===== src/rtl/xm_pipe_stage_pkg.sv =====
// Shared Execute->Memory definitions: control bundle and default-width types.
// Imported by xm_pipe_stage and xm_fwd_mux.
package xm_pipe_stage_pkg;

  localparam int CTRL_W = 6;

  typedef struct packed {
    logic reg_write;
    logic read_mem;
    logic write_mem;
    logic mem_to_reg;
    logic branch;
    logic jmp;
  } xm_ctrl_t;

  typedef logic [31:0] program_counter_t;
  typedef logic [4:0]  reg_addr_t;

  function automatic int sel_w(input int srcs);
    return $clog2(srcs + 1);
  endfunction

endpackage


===== src/rtl/xm_fwd_mux.sv =====
// N-source store-data forwarding select.
// sel=0 or sel>FWD_SRCS returns dflt; sel=k returns srcs slice k-1.
module xm_fwd_mux
  import xm_pipe_stage_pkg::*;
#(
  parameter int DATA_W   = 32,
  parameter int FWD_SRCS = 2,
  parameter int SEL_W    = sel_w(FWD_SRCS)
) (
  input  logic [SEL_W-1:0]           sel,
  input  logic [DATA_W-1:0]          dflt,
  input  logic [FWD_SRCS*DATA_W-1:0] srcs,
  output logic [DATA_W-1:0]          y
);

  always_comb begin
    y = dflt;
    for (int k = 0; k < FWD_SRCS; k++) begin
      if (sel == SEL_W'(k + 1)) begin
        y = srcs[k*DATA_W +: DATA_W];
      end
    end
  end

endmodule


===== src/rtl/xm_pipe_stage.sv =====
// Execute->Memory pipeline register with stall, flush and store-data forwarding.
// Define XM_SKID_EN for a one-entry skid buffer with registered in_ready.
module xm_pipe_stage
  import xm_pipe_stage_pkg::*;
#(
  parameter int DATA_W   = 32,
  parameter int PC_W     = 32,
  parameter int RADDR_W  = 5,
  parameter int FWD_SRCS = 2,
  parameter int CNT_W    = 16
) (
  input  logic                       clk,
  input  logic                       rst,
  input  logic                       flush,
  input  logic                       in_valid,
  output logic                       in_ready,
  input  logic [CTRL_W-1:0]          in_ctrl,
  input  logic [PC_W-1:0]            in_pc,
  input  logic                       in_alu_zero,
  input  logic [DATA_W-1:0]          in_alu_out,
  input  logic [DATA_W-1:0]          in_write_d,
  input  logic [RADDR_W-1:0]         in_rd_a,
  input  logic [$clog2(FWD_SRCS+1)-1:0] fwd_sel,
  input  logic [FWD_SRCS*DATA_W-1:0] fwd_data,
  output logic                       out_valid,
  input  logic                       out_ready,
  output logic [CTRL_W-1:0]          out_ctrl,
  output logic [PC_W-1:0]            out_pc,
  output logic                       out_alu_zero,
  output logic [DATA_W-1:0]          out_alu_out,
  output logic [DATA_W-1:0]          out_write_d,
  output logic [RADDR_W-1:0]         out_rd_a,
  output logic [CNT_W-1:0]           stall_cnt
);

  localparam int BEAT_W =
    CTRL_W + PC_W + 1 + 2 * DATA_W + RADDR_W;

  logic [DATA_W-1:0] fwd_wd;
  logic [BEAT_W-1:0] in_beat;
  logic [BEAT_W-1:0] out_beat;
  xm_ctrl_t          ctrl_q;
  logic              accept;
  logic              stalled;

  xm_fwd_mux #(
    .DATA_W  (DATA_W),
    .FWD_SRCS(FWD_SRCS)
  ) u_fwd (
    .sel (fwd_sel),
    .dflt(in_write_d),
    .srcs(fwd_data),
    .y   (fwd_wd)
  );

  assign in_beat = {in_ctrl, in_pc, in_alu_zero,
                    in_alu_out, fwd_wd, in_rd_a};
  assign accept  = in_valid && in_ready;
  assign stalled = out_valid && !out_ready;

`ifdef XM_SKID_EN
  logic              skid_full;
  logic [BEAT_W-1:0] skid_beat;

  assign in_ready = !skid_full;

  // Skid drains ahead of new input; no accept while it is full.
  always_ff @(posedge clk or posedge rst) begin
    if (rst) begin
      out_valid <= 1'b0;
      out_beat  <= '0;
      skid_full <= 1'b0;
      skid_beat <= '0;
    end else if (flush) begin
      out_valid <= 1'b0;
      skid_full <= 1'b0;
    end else if (!stalled) begin
      if (skid_full) begin
        out_beat  <= skid_beat;
        out_valid <= 1'b1;
        skid_full <= 1'b0;
      end else if (accept) begin
        out_beat  <= in_beat;
        out_valid <= 1'b1;
      end else begin
        out_valid <= 1'b0;
      end
    end else if (accept) begin
      skid_beat <= in_beat;
      skid_full <= 1'b1;
    end
  end
`else
  assign in_ready = out_ready || !out_valid;

  always_ff @(posedge clk or posedge rst) begin
    if (rst) begin
      out_valid <= 1'b0;
      out_beat  <= '0;
    end else if (flush) begin
      out_valid <= 1'b0;
    end else if (accept) begin
      out_beat  <= in_beat;
      out_valid <= 1'b1;
    end else if (!stalled) begin
      out_valid <= 1'b0;
    end
  end
`endif

  assign {ctrl_q, out_pc, out_alu_zero,
          out_alu_out, out_write_d, out_rd_a} = out_beat;

  // A bubble must never write regs or memory.
  assign out_ctrl = out_valid ? ctrl_q : '0;

  always_ff @(posedge clk or posedge rst) begin
    if (rst) begin
      stall_cnt <= '0;
    end else if (stalled && !flush && stall_cnt != '1) begin
      stall_cnt <= stall_cnt + 1'b1;
    end
  end

endmodule


===== config.mk =====
export PLATFORM = sky130hd
export DESIGN_NAME = xm_pipe_stage
export DESIGN_NICKNAME = d
export VERILOG_FILES = /design/src/rtl/xm_pipe_stage_pkg.sv /design/src/rtl/xm_fwd_mux.sv /design/src/rtl/xm_pipe_stage.sv
export SDC_FILE = /design/constraint.sdc
export NUM_CORES = 1
export LEC_CHECK = 0
export CORE_UTILIZATION = 42
export CTS_CLUSTER_DIAMETER = 50
export DETAILED_ROUTE_END_ITERATION = 7
export GPL_TIMING_DRIVEN = 0
export HOLD_SLACK_MARGIN = 0.02
export MAX_ROUTING_LAYER = met4
export PLACE_DENSITY = 0.91
export SETUP_SLACK_MARGIN = 0.2
export SLEW_MARGIN = 20
export SYNTH_ARGS = -nofsm -noshare
export SYNTH_HDL_FRONTEND = slang
export SYNTH_SLANG_ARGS = --single-unit

===== constraint.sdc =====
create_clock -name clk -period 5.7 [get_ports clk]
set_input_delay 1.425 -clock clk [delete_from_list [all_inputs] [get_ports clk]]
set_output_delay 1.425 -clock clk [all_outputs]
set_load 0.03 [all_outputs]

* Word-level counts from Yosys, hierarchy flattened
Cells that the tools add are included.
Cells by class: bitwise logic cells 1, muxes and demuxes 6, equality and inequality tests 4, reduce and logical (&&, ||, !) cells 9, add/subtract/negate cells 1
Operators with widths (number):
- $mux W32 | 2
- $add A16 B1 Y16 const B | 1
- $ne A16 B16 Y1 const B | 1
- $mux W6 | 1
- $logic_and A1 B1 Y1 | 4
- $logic_not A1 Y1 | 3
- $mux W1 | 3
- $ne A3 B3 Y1 const B | 1
- $eq A2 B1 Y1 const B | 1
- $eq A2 B2 Y1 const B | 1
- $reduce_and A2 Y1 | 1
- $logic_or A1 B1 Y1 | 1
- $not A1 Y1 | 1
Word-level totals: bits of input ports 179, logic and storage cells 24, register bits after elaboration 125, output and inout bits 126

* Logic depth before layout (Yosys ltp)
depth after elaboration 5, gate-level depth with buffers 6, mapped depth without buffers 5

* Cells and area by module
From an unflattened synthesis, not the netlist that was laid out.
Second synthesis, totals: cell total of the unflattened synthesis 521, area total of the unflattened synthesis 6744.0 µm²
By module, submodules not included:
- xm_pipe_stage | cells each 414, area each 5661.7 µm², instances 1
- xm_fwd_mux | cells each 107, area each 1082.3 µm², instances 1

* Worst setup path after synthesis
OpenSTA, ideal clock, no wires.
path kind input to output, start input port out_ready, end output port in_ready, arrival 1730 ps, slack 2545 ps, path buffers 0, stages on the path 1, required time 4275 ps, path through nand2b_1
Between the ends: cells in the longest elaborated chain, start to end 1
Ends and longest elaborated chain:
- from (decl) | line xm_pipe_stage.sv:26 | input logic out_ready,
- $logic_or A1 B1 Y1 | line xm_pipe_stage.sv:94 | assign in_ready = out_ready || !out_valid;
- to (decl) | line xm_pipe_stage.sv:16 | output logic in_ready,
Every way passes these cells.

* Final worst setup path
Ends and elaborated chain as after synthesis.

==> results.json <==
{
  "status": "completed",
  "grt_first_pass_wirelength_um": 30400,
  "drv_slew": 0,
  "cts_resized": 0,
  "worstHoldPathCells": 2,
  "drtIter0Drc": 236,
  "syn_area_um2": 6630,
  "synthDistinctLibCells": 30,
  "cp.required_ns": 4.28,
  "cp_max_fo": 4,
  "fin_area_um2": 10500,
  "antenna_found_initial": 0,
  "ir_drop_uv": 271,
  "dp_hpwl_um": 14900,
  "grt_max_degree": 77,
  "drtAntennaViolNets": 0,
  "synth_edf_count": 0,
  "cts_tree": "yes",
  "fmax_mhz": 236,
  "clk_pin_slew_worst_paths_ns": 0.05,
  "pin_count": 305,
  "holdPathEnd": "out_beat[106]",
  "final_hold_viol_count": 0,
  "fillers": 1192,
  "worstMarginPinSlew_ns": 0.581,
  "synth-seq-cells": 125,
  "start_util": 0.433,
  "tns_ns": 0,
  "r2r_start": "out_valid",
  "die-area_um2": 16300,
  "fin_skew_ns": 0.0168,
  "htreeDepth": 4,
  "synthXorXnorAreaFrac": 0.0172,
  "r2r_slack_ns": 3.69,
  "post_drt_via_cell_ratio": 4.74,
  "final_util": 0.688,
  "syn-num-nets": 932,
  "relSlewSlack": 0.613,
  "synthFlopType": "dfrtp_1",
  "drive_above_1_share": 0.180,
  "nNetsFinal": 1254,
  "synth-simple-area-share": 0.207,
  "rows": 45,
  "gp_congestion": 0.842,
  "chipWidth_um": 128,
  "synth_top_family_by_area": "simple AND/OR/NAND/NOR gates",
  "clk_latency_ns": 0.41,
  "synth-compound-area-share": 0.0553,
  "numCtsBuffers": 17,
  "n_antenna_cell": 0,
  "seq_area_um2": 3130,
  "post-cts-setup-buffers": 0,
  "avgSynthCellArea_um2": 8.82,
  "synth_fa_ha_area_frac": 0.00189,
  "synth.mux.area_fraction": 0.106,
  "p_leak_nw": 5.02,
  "first_global_vias": 6319,
  "synth_cells": 752,
  "endpoint_kind": "primary output",
  "powerDensity_nw_per_um2": 310,
  "drc_errors": 0,
  "placed_area_um2": 9950,
  "detail_route.wl_per_cell_um": 14.8,
  "hold_start": "out_beat[106]",
  "postCtsHoldBufs": 0,
  "hold_path.class": "reg2reg",
  "drv_cap": 0,
  "ctsRootBufferMaster": "clkbuf_16",
  "syn_to_final_growth_pct": 58.8,
  "rsz0062_at_grt": "false",
  "cts_sinks": 125,
  "cts_max_path_buffers": 2,
  "setup.worst_path.start_class": "primary input",
  "io_buffers": 302,
  "core_um2": 15300,
  "routed_wl_um": 19200,
  "crit-reg2reg-capture": "out_beat[93]",
  "first_pass_iters": 4,
  "finalCriticalPeriod_ns": 4.24,
  "track_usage": 0.251,
  "grt_overflow": 0,
  "die-height_um": 128,
  "critPathKind": "in2out",
  "arrival_ns": 2.81,
  "rr_worst_depth": 6,
  "num_vias": 6158,
  "yosysWarnings": 0,
  "synthArstFlopShare": 1.00,
  "fin_crit_sh": 0.743,
  "ys_seq_area_frac": 0.472,
  "finalSetupViolCount": 0,
  "multi_input_area_um2": 2570
}
-- how the worst max path moves through the flow --
stage	from	to	slack (ns)
2_1_floorplan	rst	out_beat[0]	0.95
3_3_place_gp	rst	out_beat[30]	-0.76
3_5_place_dp	out_ready	in_ready	1.46
4_1_cts	out_ready	in_ready	1.46
5_1_grt	out_ready	in_ready	1.41
6_report	out_ready	in_ready	1.46
-- stage by stage --
step / total power [mW] / instances / hold slack [ns] / worst slack [ns]
floorplan: 1.75 / 752 / 0.438 / 0.947
global placement: 2.20 / 1265 / 0.451 / -0.759
detailed placement: 2.23 / 1266 / 0.460 / 1.46
CTS: 3.29 / 1298 / 0.473 / 1.46
global route: 3.42 / 1298 / 0.493 / 1.41
finish: 3.26 / 1298 / 0.471 / 1.46
-- registers in the layout (all words and copies together), names as in the netlist --
signal / flops
out_beat: 108
out_valid: 1
stall_cnt: 16
-- routing by layer --
metal,vias up,global-route usage,wire (um)
met3,49,0.0720,1520
li1,2961,-,-
met2,268,0.440,9900
met5,-,-,0
met1,2880,0.255,7130
met4,0,0.127,660
-- logic make-up after synthesis --
| group | after synthesis |
|---|---|
| AO/OA/AOI/OAI | 68 |
| XOR/XNOR | 13 |
| buffers and inverters | 141 |
| AND/OR/NAND/NOR | 338 |
| flip-flops | 125 |
| multiplexers | 66 |
| adder cells (fa/ha/maj) | 1 |
-- power breakdown --
part / internal, mW / switching, mW
clock: 0.654 / 0.395
sequential: 1.02 / 0.0875
combinational: 0.556 / 0.548
total: 2.23 / 1.03
-- layout make-up --
cell class              count  area share
flip-flops and latches    125       0.297
repair buffers            303       0.290
multi-input cells         486       0.244
plain buffers             139      0.0878
clock buffers              18      0.0417
well taps                 211      0.0251
clock inverters            14      0.0135
inverters                   2     0.00119
-- cells in the final DEF, fill, tap and decap left out, drive strengths merged, types with 5 or more instances in the layout --
cell type and instances:
dfrtp 125, nand2 299, nand4 5, o21ai 66, clkdlybuf4s50 302, xor2 12
nand3 5, mux2 34, buf 122, clkbuf 36, clkinv 7, nor2 10
mux2i 32, and2 6
-- cell usage after synthesis (3+ instances only) --
cell type,n,area (um2)
nand2_1,299,1120
dfrtp_1,125,3130
buf_4,101,758
o21ai_0,66,330
mux2_2,34,383
mux2i_1,32,320
clkbuf_1,18,67.6
buf_2,13,65.1
xor2_1,12,105
nor2_2,8,50.1
and2_1,6,37.5
buf_1,6,22.5
nand4_1,5,31.3
nand3_1,4,20.0
and3_1,3,18.8
nand2b_1,3,18.8
-- worst max-delay path: stages --
cell,delay (ns)
clkdlybuf4s50_1,0.49
nand2b_1,0.17
clkdlybuf4s50_1,0.73
(Power assumes the default switching activity.)
